File: src/rtl/bus_master_pkg.sv
// Shared types and default widths for the bus master slice.
package bus_master_pkg;

  typedef enum logic [1:0] {
    ST_IDLE = 2'd0,
    ST_REQ  = 2'd1,
    ST_XFER = 2'd2,
    ST_HOLD = 2'd3
  } state_e;

  localparam int unsigned AW_DEF = 32;
  localparam int unsigned DW_DEF = 32;
  localparam int unsigned LW_DEF = 4;

endpackage

File: src/rtl/bus_master_if_if.sv
// Shared-bus signal bundle between one master, the arbiter and the addressed slave.
interface bus_master_if_if
  import bus_master_pkg::*;
#(
  parameter int unsigned AW = AW_DEF,
  parameter int unsigned DW = DW_DEF
) ();

  logic          MxREQ;
  logic          AxGNT;
  logic          MmTRANS;
  logic [AW-1:0] MmADDR;
  logic          MmWRITE;
  logic [DW-1:0] MmWDATA;
  logic          MmLK;
  logic          MmLST;
  logic [DW-1:0] MsRDATA;
  logic          MsRDY;
  logic          MsERR;

  modport master (
    output MxREQ, MmTRANS, MmADDR, MmWRITE, MmWDATA, MmLK, MmLST,
    input  AxGNT, MsRDATA, MsRDY, MsERR
  );

  modport slave (
    input  MxREQ, MmTRANS, MmADDR, MmWRITE, MmWDATA, MmLK, MmLST,
    output AxGNT, MsRDATA, MsRDY, MsERR
  );

endinterface

File: src/rtl/bus_master_beat_ctr.sv
// Beat address incrementer (wraps at 2**AW) and remaining-beat down-counter.
module bus_master_beat_ctr #(
  parameter int unsigned AW = 32,
  parameter int unsigned DW = 32,
  parameter int unsigned LW = 4
) (
  input  logic          CLK,
  input  logic          RST,
  input  logic          load,
  input  logic          step,
  input  logic [AW-1:0] load_addr,
  input  logic [LW-1:0] load_len,
  output logic [AW-1:0] addr,
  output logic          last
);

  localparam logic [AW-1:0] STEP = AW'(DW / 8);

  logic [AW-1:0] addr_q, addr_d;
  logic [LW-1:0] cnt_q, cnt_d;

  always_comb begin
    addr_d = addr_q;
    cnt_d  = cnt_q;
    if (load) begin
      addr_d = load_addr;
      cnt_d  = load_len;
    end else if (step) begin
      addr_d = addr_q + STEP;
      cnt_d  = cnt_q - LW'(1);
    end
  end

  always_ff @(posedge CLK) begin
    if (RST) begin
      addr_q <= '0;
      cnt_q  <= '0;
    end else begin
      addr_q <= addr_d;
      cnt_q  <= cnt_d;
    end
  end

  assign addr = addr_q;
  assign last = (cnt_q == '0);

endmodule

File: src/rtl/bus_master_if.sv
// Bus master: accepts client burst commands, arbitrates for the bus, runs beats, optional lock hold.
module bus_master_if
  import bus_master_pkg::*;
#(
  parameter int unsigned AW = AW_DEF,
  parameter int unsigned DW = DW_DEF,
  parameter int unsigned LW = LW_DEF
) (
  input  logic            CLK,
  input  logic            RST,
  input  logic            cmd_valid,
  output logic            cmd_ready,
  input  logic [AW-1:0]   cmd_addr,
  input  logic            cmd_write,
  input  logic [LW-1:0]   cmd_len,
  input  logic            cmd_lock,
  input  logic [DW-1:0]   wr_data,
  input  logic            wr_valid,
  output logic            wr_ready,
  output logic [DW-1:0]   rd_data,
  output logic            rd_valid,
  output logic            done,
  output logic            err,
  bus_master_if_if.master bus
);

  state_e        state_q, state_d;
  logic          lock_q, lock_d;
  logic          write_q, write_d;
  logic          pend_q, pend_d;
  logic [DW-1:0] rd_data_q, rd_data_d;
  logic          rd_valid_q, rd_valid_d;
  logic          done_q, done_d;
  logic          err_q, err_d;

  logic          in_xfer, trans, beat_ok, abort, accept, last;
  logic [AW-1:0] beat_addr;

  assign in_xfer = (state_q == ST_XFER);
  assign trans   = in_xfer & (write_q ? wr_valid : 1'b1);
  assign beat_ok = trans & bus.MsRDY & ~bus.MsERR;
  assign abort   = in_xfer & bus.MsERR;
  // A locked owner may take a new command only while it still holds the grant.
  assign accept  = cmd_valid & ((state_q == ST_IDLE) | ((state_q == ST_HOLD) & bus.AxGNT));

  bus_master_beat_ctr #(.AW(AW), .DW(DW), .LW(LW)) u_ctr (
    .CLK       (CLK),
    .RST       (RST),
    .load      (accept),
    .step      (beat_ok),
    .load_addr (cmd_addr),
    .load_len  (cmd_len),
    .addr      (beat_addr),
    .last      (last)
  );

  always_comb begin
    state_d    = state_q;
    lock_d     = lock_q;
    write_d    = write_q;
    pend_d     = pend_q;
    rd_data_d  = rd_data_q;
    rd_valid_d = beat_ok & ~write_q;
    done_d     = 1'b0;
    err_d      = 1'b0;
    if (rd_valid_d) rd_data_d = bus.MsRDATA;
    if (accept) begin
      lock_d  = cmd_lock;
      write_d = cmd_write;
      pend_d  = 1'b1;
    end
    unique case (state_q)
      ST_IDLE: if (cmd_valid) state_d = ST_REQ;
      // pend_q distinguishes a resumed burst from a lock owner that lost the grant.
      ST_REQ:  if (bus.AxGNT) state_d = pend_q ? ST_XFER : ST_HOLD;
      ST_XFER: begin
        if (abort) begin
          state_d = ST_IDLE;
          lock_d  = 1'b0;
          pend_d  = 1'b0;
          done_d  = 1'b1;
          err_d   = 1'b1;
        end else if (beat_ok && last) begin
          state_d = lock_q ? ST_HOLD : ST_IDLE;
          pend_d  = 1'b0;
          done_d  = 1'b1;
        end else if (!bus.AxGNT) begin
          state_d = ST_REQ;
        end
      end
      ST_HOLD: begin
        if (!bus.AxGNT)    state_d = ST_REQ;
        else if (cmd_valid) state_d = ST_XFER;
      end
      default: state_d = ST_IDLE;
    endcase
  end

  always_ff @(posedge CLK) begin
    if (RST) begin
      state_q    <= ST_IDLE;
      lock_q     <= 1'b0;
      write_q    <= 1'b0;
      pend_q     <= 1'b0;
      rd_data_q  <= '0;
      rd_valid_q <= 1'b0;
      done_q     <= 1'b0;
      err_q      <= 1'b0;
    end else begin
      state_q    <= state_d;
      lock_q     <= lock_d;
      write_q    <= write_d;
      pend_q     <= pend_d;
      rd_data_q  <= rd_data_d;
      rd_valid_q <= rd_valid_d;
      done_q     <= done_d;
      err_q      <= err_d;
    end
  end

  assign cmd_ready   = accept;
  assign wr_ready    = beat_ok & write_q;
  assign rd_data     = rd_data_q;
  assign rd_valid    = rd_valid_q;
  assign done        = done_q;
  assign err         = err_q;

  assign bus.MxREQ   = (state_q != ST_IDLE);
  assign bus.MmTRANS = trans;
  assign bus.MmADDR  = in_xfer ? beat_addr : '0;
  assign bus.MmWRITE = in_xfer & write_q;
  assign bus.MmWDATA = (in_xfer & write_q) ? wr_data : '0;
  assign bus.MmLK    = lock_q & (in_xfer | (state_q == ST_HOLD));
  assign bus.MmLST   = trans & last;

endmodule
File: src/flat_wrapper.sv
// flat-port wrapper written by rule: the top's interface ports become plain ports
module bus_master_if_flat import bus_master_pkg::*;
#(
  parameter int unsigned AW = AW_DEF,
  parameter int unsigned DW = DW_DEF,
  parameter int unsigned LW = LW_DEF
)
  (CLK, RST, cmd_valid, cmd_ready, cmd_addr, cmd_write, cmd_len, cmd_lock, wr_data, wr_valid, wr_ready, rd_data, rd_valid, done, err, bus_MxREQ, bus_MmTRANS, bus_MmADDR, bus_MmWRITE, bus_MmWDATA, bus_MmLK, bus_MmLST, bus_AxGNT, bus_MsRDATA, bus_MsRDY, bus_MsERR);
  bus_master_if_if #(.AW(AW), .DW(DW)) bus_i ();
  input  logic CLK;
  input  logic RST;
  input  logic cmd_valid;
  output logic cmd_ready;
  input  logic [AW-1:0] cmd_addr;
  input  logic cmd_write;
  input  logic [LW-1:0] cmd_len;
  input  logic cmd_lock;
  input  logic [DW-1:0] wr_data;
  input  logic wr_valid;
  output logic wr_ready;
  output logic [DW-1:0] rd_data;
  output logic rd_valid;
  output logic done;
  output logic err;
  output wire logic [$bits(bus_i.MxREQ)-1:0] bus_MxREQ;
  output wire logic [$bits(bus_i.MmTRANS)-1:0] bus_MmTRANS;
  output wire logic [$bits(bus_i.MmADDR)-1:0] bus_MmADDR;
  output wire logic [$bits(bus_i.MmWRITE)-1:0] bus_MmWRITE;
  output wire logic [$bits(bus_i.MmWDATA)-1:0] bus_MmWDATA;
  output wire logic [$bits(bus_i.MmLK)-1:0] bus_MmLK;
  output wire logic [$bits(bus_i.MmLST)-1:0] bus_MmLST;
  input wire logic [$bits(bus_i.AxGNT)-1:0] bus_AxGNT;
  input wire logic [$bits(bus_i.MsRDATA)-1:0] bus_MsRDATA;
  input wire logic [$bits(bus_i.MsRDY)-1:0] bus_MsRDY;
  input wire logic [$bits(bus_i.MsERR)-1:0] bus_MsERR;
  assign bus_MxREQ = bus_i.MxREQ;
  assign bus_MmTRANS = bus_i.MmTRANS;
  assign bus_MmADDR = bus_i.MmADDR;
  assign bus_MmWRITE = bus_i.MmWRITE;
  assign bus_MmWDATA = bus_i.MmWDATA;
  assign bus_MmLK = bus_i.MmLK;
  assign bus_MmLST = bus_i.MmLST;
  assign bus_i.AxGNT = bus_AxGNT;
  assign bus_i.MsRDATA = bus_MsRDATA;
  assign bus_i.MsRDY = bus_MsRDY;
  assign bus_i.MsERR = bus_MsERR;
  bus_master_if #(.AW(AW), .DW(DW), .LW(LW)) u_core (.CLK(CLK), .RST(RST), .cmd_valid(cmd_valid), .cmd_ready(cmd_ready), .cmd_addr(cmd_addr), .cmd_write(cmd_write), .cmd_len(cmd_len), .cmd_lock(cmd_lock), .wr_data(wr_data), .wr_valid(wr_valid), .wr_ready(wr_ready), .rd_data(rd_data), .rd_valid(rd_valid), .done(done), .err(err), .bus(bus_i));
endmodule
File: config.mk
export PLATFORM = sky130hd
export DESIGN_NAME = bus_master_if_flat
export DESIGN_NICKNAME = d
export VERILOG_FILES = /design/src/rtl/bus_master_pkg.sv /design/src/rtl/bus_master_if_if.sv /design/src/rtl/bus_master_beat_ctr.sv /design/src/rtl/bus_master_if.sv /design/src/flat_wrapper.sv
export SDC_FILE = /design/constraint.sdc
export NUM_CORES = 1
export LEC_CHECK = 0
export CAP_MARGIN = 10
export CELL_PAD_IN_SITES_DETAIL_PLACEMENT = 1
export CELL_PAD_IN_SITES_GLOBAL_PLACEMENT = 2
export CORE_MARGIN = 3
export CORE_UTILIZATION = 23
export DETAILED_ROUTE_END_ITERATION = 8
export HOLD_SLACK_MARGIN = 0.12
export PLACE_DENSITY = 0.83
export RECOVER_POWER = 50
export SLEW_MARGIN = 10
export SYNTH_ARGS = -nofsm -noshare
export SYNTH_HDL_FRONTEND = slang
export SYNTH_HIERARCHICAL = 1
export SYNTH_SLANG_ARGS = --single-unit
File: constraint.sdc
create_clock -name CLK -period 4.6 [get_ports CLK]
set_input_delay 0.92 -clock CLK [delete_from_list [all_inputs] [get_ports CLK]]
set_output_delay 0.92 -clock CLK [all_outputs]
set_load 0.02 [all_outputs]
==> results of run 1 <==
==> synthesized netlist by cell type, drive strengths merged (2+ instances only) <==
library cell / number / area, um2
inv: 11 / 41.3
dfxtp: 76 / 1520
a211oi: 11 / 82.6
or4: 11 / 90.1
o21bai: 2 / 15.0
and4: 4 / 35.0
nor3b: 5 / 37.5
a311oi: 10 / 87.6
nor3: 3 / 15.0
nand2b: 3 / 18.8
a21oi: 47 / 235
buf: 14 / 76.3
nand2: 17 / 63.8
o311ai: 3 / 26.3
ha: 2 / 25.0
a31oi: 4 / 25.0
nor4b: 4 / 35.0
nand4: 13 / 93.8
and2: 37 / 231
o211a: 2 / 20.0
xor2: 6 / 52.6
nor2b: 2 / 12.5
or3: 4 / 25.0
o31ai: 8 / 60.1
xnor2: 9 / 78.8
clkbuf: 35 / 131
mux2i: 5 / 50.1
or2: 3 / 18.8
o211ai: 5 / 37.5
nor2: 40 / 150
o21ai: 35 / 175
and3: 36 / 225
nor4: 9 / 56.3
o221ai: 2 / 17.5
nand3: 47 / 235
==> final cells by class <==
type	count	area [um2]
multi-input cells	400	2450
fillers	2051	10800
flip-flops and latches	76	1520
well taps	225	282
inverters	11	41.3
repair buffers	222	2190
clock inverters	5	27.5
clock buffers	11	243
==> placed cells by master (no fill, tap or decap), drive strengths merged, types with 3 or more instances in the layout <==
master / count
o311ai: 3
nor4: 9
and2: 37
o211ai: 5
a21oi: 47
nor2: 40
nor3: 3
o31ai: 8
nand4: 13
a211oi: 11
clkinv: 4
nor3b: 5
clkdlybuf4s50: 174
or3: 4
dfxtp: 76
xor2: 6
clkbuf: 14
o21ai: 35
nand2: 17
a311oi: 10
nand2b: 3
or4: 11
and3: 36
xnor2: 9
inv: 11
or2: 3
mux2i: 5
and4: 4
nor4b: 4
buf: 6
dlygate4sd3: 39
nand3: 47
a31oi: 4
==> through the flow <==
stage               instances  power, mW  cell area (um2)  hold slack, ns
detailed placement        934       1.04             6500           0.469
global route              950       1.76             6760           0.499
global placement          934       1.03             6500           0.460
floorplan                 536      0.874             4200           0.452
CTS                       950       1.71             6770           0.478
finish                    950       1.68             6760           0.474
==> kinds of logic (layout without fill, tap and decap cells) <==
logic type                 after synthesis  after routing
AOI/OAI and AO/OA                      135            135
xor gates and xnor gates                15             15
adders and majority gates                2              2
buffers and inverters                   60            249
DFF                                     76             76
muxes                                    5              5
and+or+nand+nor                        243            243
==> state kept, by name, indices dropped and copies added (netlist names) <==
name	count
u_core/state_q	2
u_core/pend_q	1
u_core/err	1
u_core/write_q	1
u_core/u_ctr/addr	32
u_core/rd_data	32
u_core/rd_valid	1
u_core/u_ctr/cnt_q	4
u_core/lock_q	1
u_core/done	1
==> layer usage <==
layer / track usage / wire length, um / vias to the layer above
li1: - / - / 2332
met1: 0.217 / 7910 / 2260
met2: 0.273 / 7790 / 165
met3: 0.0387 / 1210 / 11
met4: 0.0311 / 116 / 2
met5: 0 / 13 / -
==> report_power, final <==
part | switching (mW) | total [mW] | internal, mW
sequential | 0.0507 | 0.743 | 0.692
combinational | 0.130 | 0.280 | 0.150
clock | 0.280 | 0.657 | 0.377
total | 0.461 | 1.68 | 1.22
==> worst register-to-register path, stage by stage, from the launching register on <==
cell and delay (ns):
dfxtp_1 0.58, nand2b_1 0.26, and3_1 0.22, clkbuf_1 0.87, inv_1 0.09, clkbuf_2 0.60, a31oi_1 0.42, o221ai_1 0.13
==> worst paths after layout <==
check                                         from                    end  slack, ns  cells past startpoint
worst max-delay path                     bus_AxGNT  u_core/u_ctr/addr[30]       0.76                      8
worst min register to register  u_core/rd_data[31]     u_core/rd_data[31]       0.47                      2
worst min-delay path            u_core/rd_data[31]     u_core/rd_data[31]       0.47                      2
worst max register to register   u_core/state_q[0]  u_core/u_ctr/addr[30]       1.30                      7
==> results.cfg, run 1 <==
[status]
outcome = completed

[synthesis]
synthesis.area_mm2 = 0.00420
synth_nets = 647
yosysWarningCount = 6
synth_compound_area_frac = 0.198
synthMuxAreaShare = 0.0119
synth_cells = 536
synthArstFlopShare = 0
synth_edf_count = 0
ys_types = 51
ys_ff_latch = 76
synthAdderAreaFrac = 0.00595
synth_xor_area_frac = 0.0313
ys_seq_area_frac = 0.362
synth_flop_cell = dfxtp_1
syn_avg_cell_area_um2 = 7.84
synthSimpleGateAreaFrac = 0.331
synth_top_family_by_area = simple AND/OR/NAND/NOR gates

[placed_design]
placement.io_buffers = 214
dp_slack_ns = 0.933
hpwl_mm = 12.5
place.gp.congestion = 0.836

[global_routing]
grt_pass1_wl_mm = 26.8
grt_max_degree = 50
grt-ovfl-total = 0
gr-usage-all-layers = 0.164
grt_pass1_vias = 4993
antenna_found_initial = 1

[worst_setup_path]
critical_path.max_fanout = 49
crit_arrival_ns = 4.03
crit_path_end_kind = register
slowest_delay_ns = 0.87
cp_num_buf_inv = 4
crit_chain = dlygate4sd3_1 -> a21bo_2 -> and3_1 -> clkbuf_1 -> inv_1 -> clkbuf_2 -> a31oi_1 -> o221ai_1
crit_type = input port to register
cp.required_ns = 4.79
start_kind = input port
crit_family = buffers and inverters
crit_slowest_cell = clkbuf_1

[cts]
root_buffer = clkbuf_16
postCtsSetupBuffers = 0
insertion_delay_ns = 0.33
clkTransAtPathRegs_ns = 0.06
cts_buffer_depth = 2
ctsHoldBuffers = 0
cts_buffers = 9
ctsResizeCount = 0
cts.sink_count = 76
cts_tree = done
htree_levels = 3

[timing]
hold_viol_final = 0
tns_ns = 0
fmax_ghz = 0.260
finalCriticalPeriod_ns = 3.84
setup_viol = 0
tightestPinTransition_ns = 1.27
slew_violations = 0
period_share = 0.836
fin_skew_ns = 0.00535
rsz0062_at_grt = false
maxSlewHeadroom = 0.155
timing.final.ws_setup_ns = 0.755

[cells_and_area]
drive_gt1_frac = 0.0469
insertedDiodeCount = 0
utilization = 0.384
nets = 831
areaGrowthSynthToFinish_pct = 60.8

[power_and_ir_drop]
leakage_nw = 2.49
power_density_mw_per_mm2 = 249
ir_drop_uv = 174

[die]
die_area_mm2 = 0.0199
die_w_um = 141
coreArea_mm2 = 0.0176
die_h_um = 141
io_pins = 215
rows = 48
start_util = 0.239

[flow_run]
drv_cap = 0

[drt]
final_antenna_net_count = 0
via_per_inst = 5.02
drc_errors = 0
wl_per_cell_um = 17.9
drtIter0Drc = 216
totalWireLength_mm = 17.0
dr.pass1.iters = 5
num_vias = 4770

[hold_path]
hold_path.class = register to register
No activity file was read; power rests on OpenSTA's default activity.
==> run 2, diff against run 1 <==
--- a/config.mk
+++ b/config.mk
@@ -9,10 +9,10 @@
 export CELL_PAD_IN_SITES_DETAIL_PLACEMENT = 1
 export CELL_PAD_IN_SITES_GLOBAL_PLACEMENT = 2
 export CORE_MARGIN = 3
-export CORE_UTILIZATION = 23
+export CORE_UTILIZATION = 19
 export DETAILED_ROUTE_END_ITERATION = 8
 export HOLD_SLACK_MARGIN = 0.12
-export PLACE_DENSITY = 0.83
+export PLACE_DENSITY = 0.73
 export RECOVER_POWER = 50
 export SLEW_MARGIN = 10
 export SYNTH_ARGS = -nofsm -noshare
==> constraint.sdc (replaced) <==
create_clock -name CLK -period 3.5 [get_ports CLK]
set_input_delay 0.7 -clock CLK [delete_from_list [all_inputs] [get_ports CLK]]
set_output_delay 0.7 -clock CLK [all_outputs]
set_load 0.02 [all_outputs]
==> run 2 against run 1 <==
The run now ends with capacitance limit, slew limit left; die area grew 20%; power grew 47%; via count grew 1.2%; final cell count grew 5.9%; largest power group is now clock.
==> results.cfg, run 2 (synthesis results as in run 1) <==
[status]
outcome = complete, but fails checks
violations = capacitance limit, slew limit

[placed_design]
place_area_mm2 = 0.00663
placement.io_buffers = 214
dp_slack_ns = 0.169
place.gp.congestion = 0.755
hpwl_mm = 13.7

[worst_setup_path]
cp.required_ns = 2.80
crit_type = register to primary output
crit_path_end_kind = primary output
cp_num_buf_inv = 2
r2r_slack_ns = 0.41
crit_slowest_cell = clkdlybuf4s50_1
start_kind = register
r2r-start = u_core/state_q[1]
cp.depth = 5
crit_chain = nor2b_1 -> buf_12 -> and4_1 -> and2_1 -> clkdlybuf4s50_1
crit_arrival_ns = 2.54
r2r_cells = 8
r2r-end = u_core/u_ctr/addr[18]
crit_family = buffers and inverters
critical_path.max_fanout = 46
slowest_delay_ns = 0.64

[cells_and_area]
insertedDiodeCount = 0
nets = 837
drive_gt1_frac = 0.0492
seqCellArea_mm2 = 0.00152
layout_commonest_cell = clkdlybuf4s50_1
fillCellCount = 2498
final_cell_mix = clkdlybuf4s50_1 (175), dfxtp_1 (75), nand3_1 (47), a21oi_1 (47), nor2_1 (40)
multi_input_area_mm2 = 0.00245
final_area_mm2 = 0.00696
areaGrowthSynthToFinish_pct = 65.6

[global_routing]
grt_pass1_wl_mm = 28.9
grt-ovfl-total = 0
gr-usage-all-layers = 0.149
antenna_found_initial = 2
grt_max_degree = 50
grt_pass1_vias = 5026

[power_and_ir_drop]
ir_drop_uv = 196
leakage_nw = 2.56
total_power_mw = 2.47
intPower_mw = 1.85
switching_share = 0.252
seq_power_share = 0.396
power_density_mw_per_mm2 = 355
p_clk_frac = 0.450
p_sw_mw = 0.622
combPwrFrac = 0.154

[cts]
insertion_delay_ns = 0.34
cts_tree = done
htree_levels = 3
ctsHoldBuffers = 0
cts_buffers = 9
root_buffer = clkbuf_16
cts_buffer_depth = 2
cts.sink_count = 76
postCtsSetupBuffers = 0
clkTransAtPathRegs_ns = 0.06
ctsResizeCount = 0

[timing]
timing.final.ws_setup_ns = 0.258
rsz0062_at_grt = false
tns_ns = 0
hold_viol_final = 0
finalCriticalPeriod_ns = 3.24
period_share = 0.926
slew_violations = 42
setup_viol = 0
fin_skew_ns = 0.00553
fmax_ghz = 0.308
maxSlewHeadroom = -0.305
tightestPinTransition_ns = 1.96
whs_ns = 0.476

[hold_path]
hold_path.class = register to register
worstHoldEndpoint = u_core/rd_data[25]
hold_start = u_core/rd_data[25]
whs_path_depth = 2

[die]
rows = 53
io_pins = 215
die_w_um = 155
die_area_mm2 = 0.0239
coreArea_mm2 = 0.0214
start_util = 0.197
die_h_um = 155

[drt]
num_vias = 4829
wl_per_cell_um = 18.5
final_antenna_net_count = 0
drtIter0Drc = 185
totalWireLength_mm = 18.6
via_per_inst = 4.80
dr.pass1.iters = 4
drc_errors = 0

[flow_run]
drv_cap = 1
run 2: cell count changes in the layout (fill, tap and decap cells not counted), sizes merged:
cell	delta
clkdlybuf4s50	+1
clkbuf	+3
dlygate4sd3	-1
clkinv	-3
buf	+4
clkinvlp	-1
bufinv	+3
run 2: power groups by stage:
stage / clock network, mW / logic, mW / registers [mW]
final: 1.11 / 0.381 / 0.978
after detailed placement: 0 / 0.387 / 0.998
after global routing: 1.18 / 0.416 / 0.987
after floorplan: 0 / 0.180 / 0.969
after global placement: 0 / 0.379 / 0.994
after CTS: 1.14 / 0.390 / 0.979
run 2: routing by layer:
| layer | track usage | routed length (um) |
|---|---|---|
| met3 | 0.0395 | 1250 |
| met1 | 0.197 | 8440 |
| met4 | 0.0336 | 188 |
| met5 | 0 | 29 |
| met2 | 0.244 | 8740 |
run 2: area by class of cell:
type,instances,area share
Sequential cell,76,0.219
Clock buffer,12,0.0369
Multi-Input combinational cell,400,0.352
Tap cell,275,0.0495
Inverter,11,0.00593
Timing Repair Buffer,228,0.324
Clock inverter,4,0.0137
run 2: worst reg2reg max path: stages, from the launching register on:
cell and delay, ns:
dfxtp_1 0.57, nor2b_1 0.32, buf_12 0.26, and4_1 0.28, buf_4 0.27, nand2_1 0.11, or3_1 0.46, or4_1 0.45
a311oi_1 0.28
run 2: how the worst max path moves through the flow:
stage / startpoint / endpoint / slack (ns)
6_report: u_core/state_q[1] / wr_ready / 0.26
5_1_grt: u_core/state_q[1] / wr_ready / 0.12
4_1_cts: wr_valid / wr_ready / 0.33
3_5_place_dp: wr_valid / u_core/u_ctr/addr[19] / 0.17
3_3_place_gp: wr_valid / u_core/u_ctr/addr[20] / 0.27
2_1_floorplan: wr_valid / u_core/u_ctr/addr[24] / 0.88
run 2: through the flow:
| step | instances | utilization |
|---|---|---|
| finish | 1006 | 0.326 |
| global route | 1006 | 0.326 |
| global placement | 990 | 0.311 |
| detailed placement | 990 | 0.311 |
| CTS | 1006 | 0.327 |
| floorplan | 536 | - |
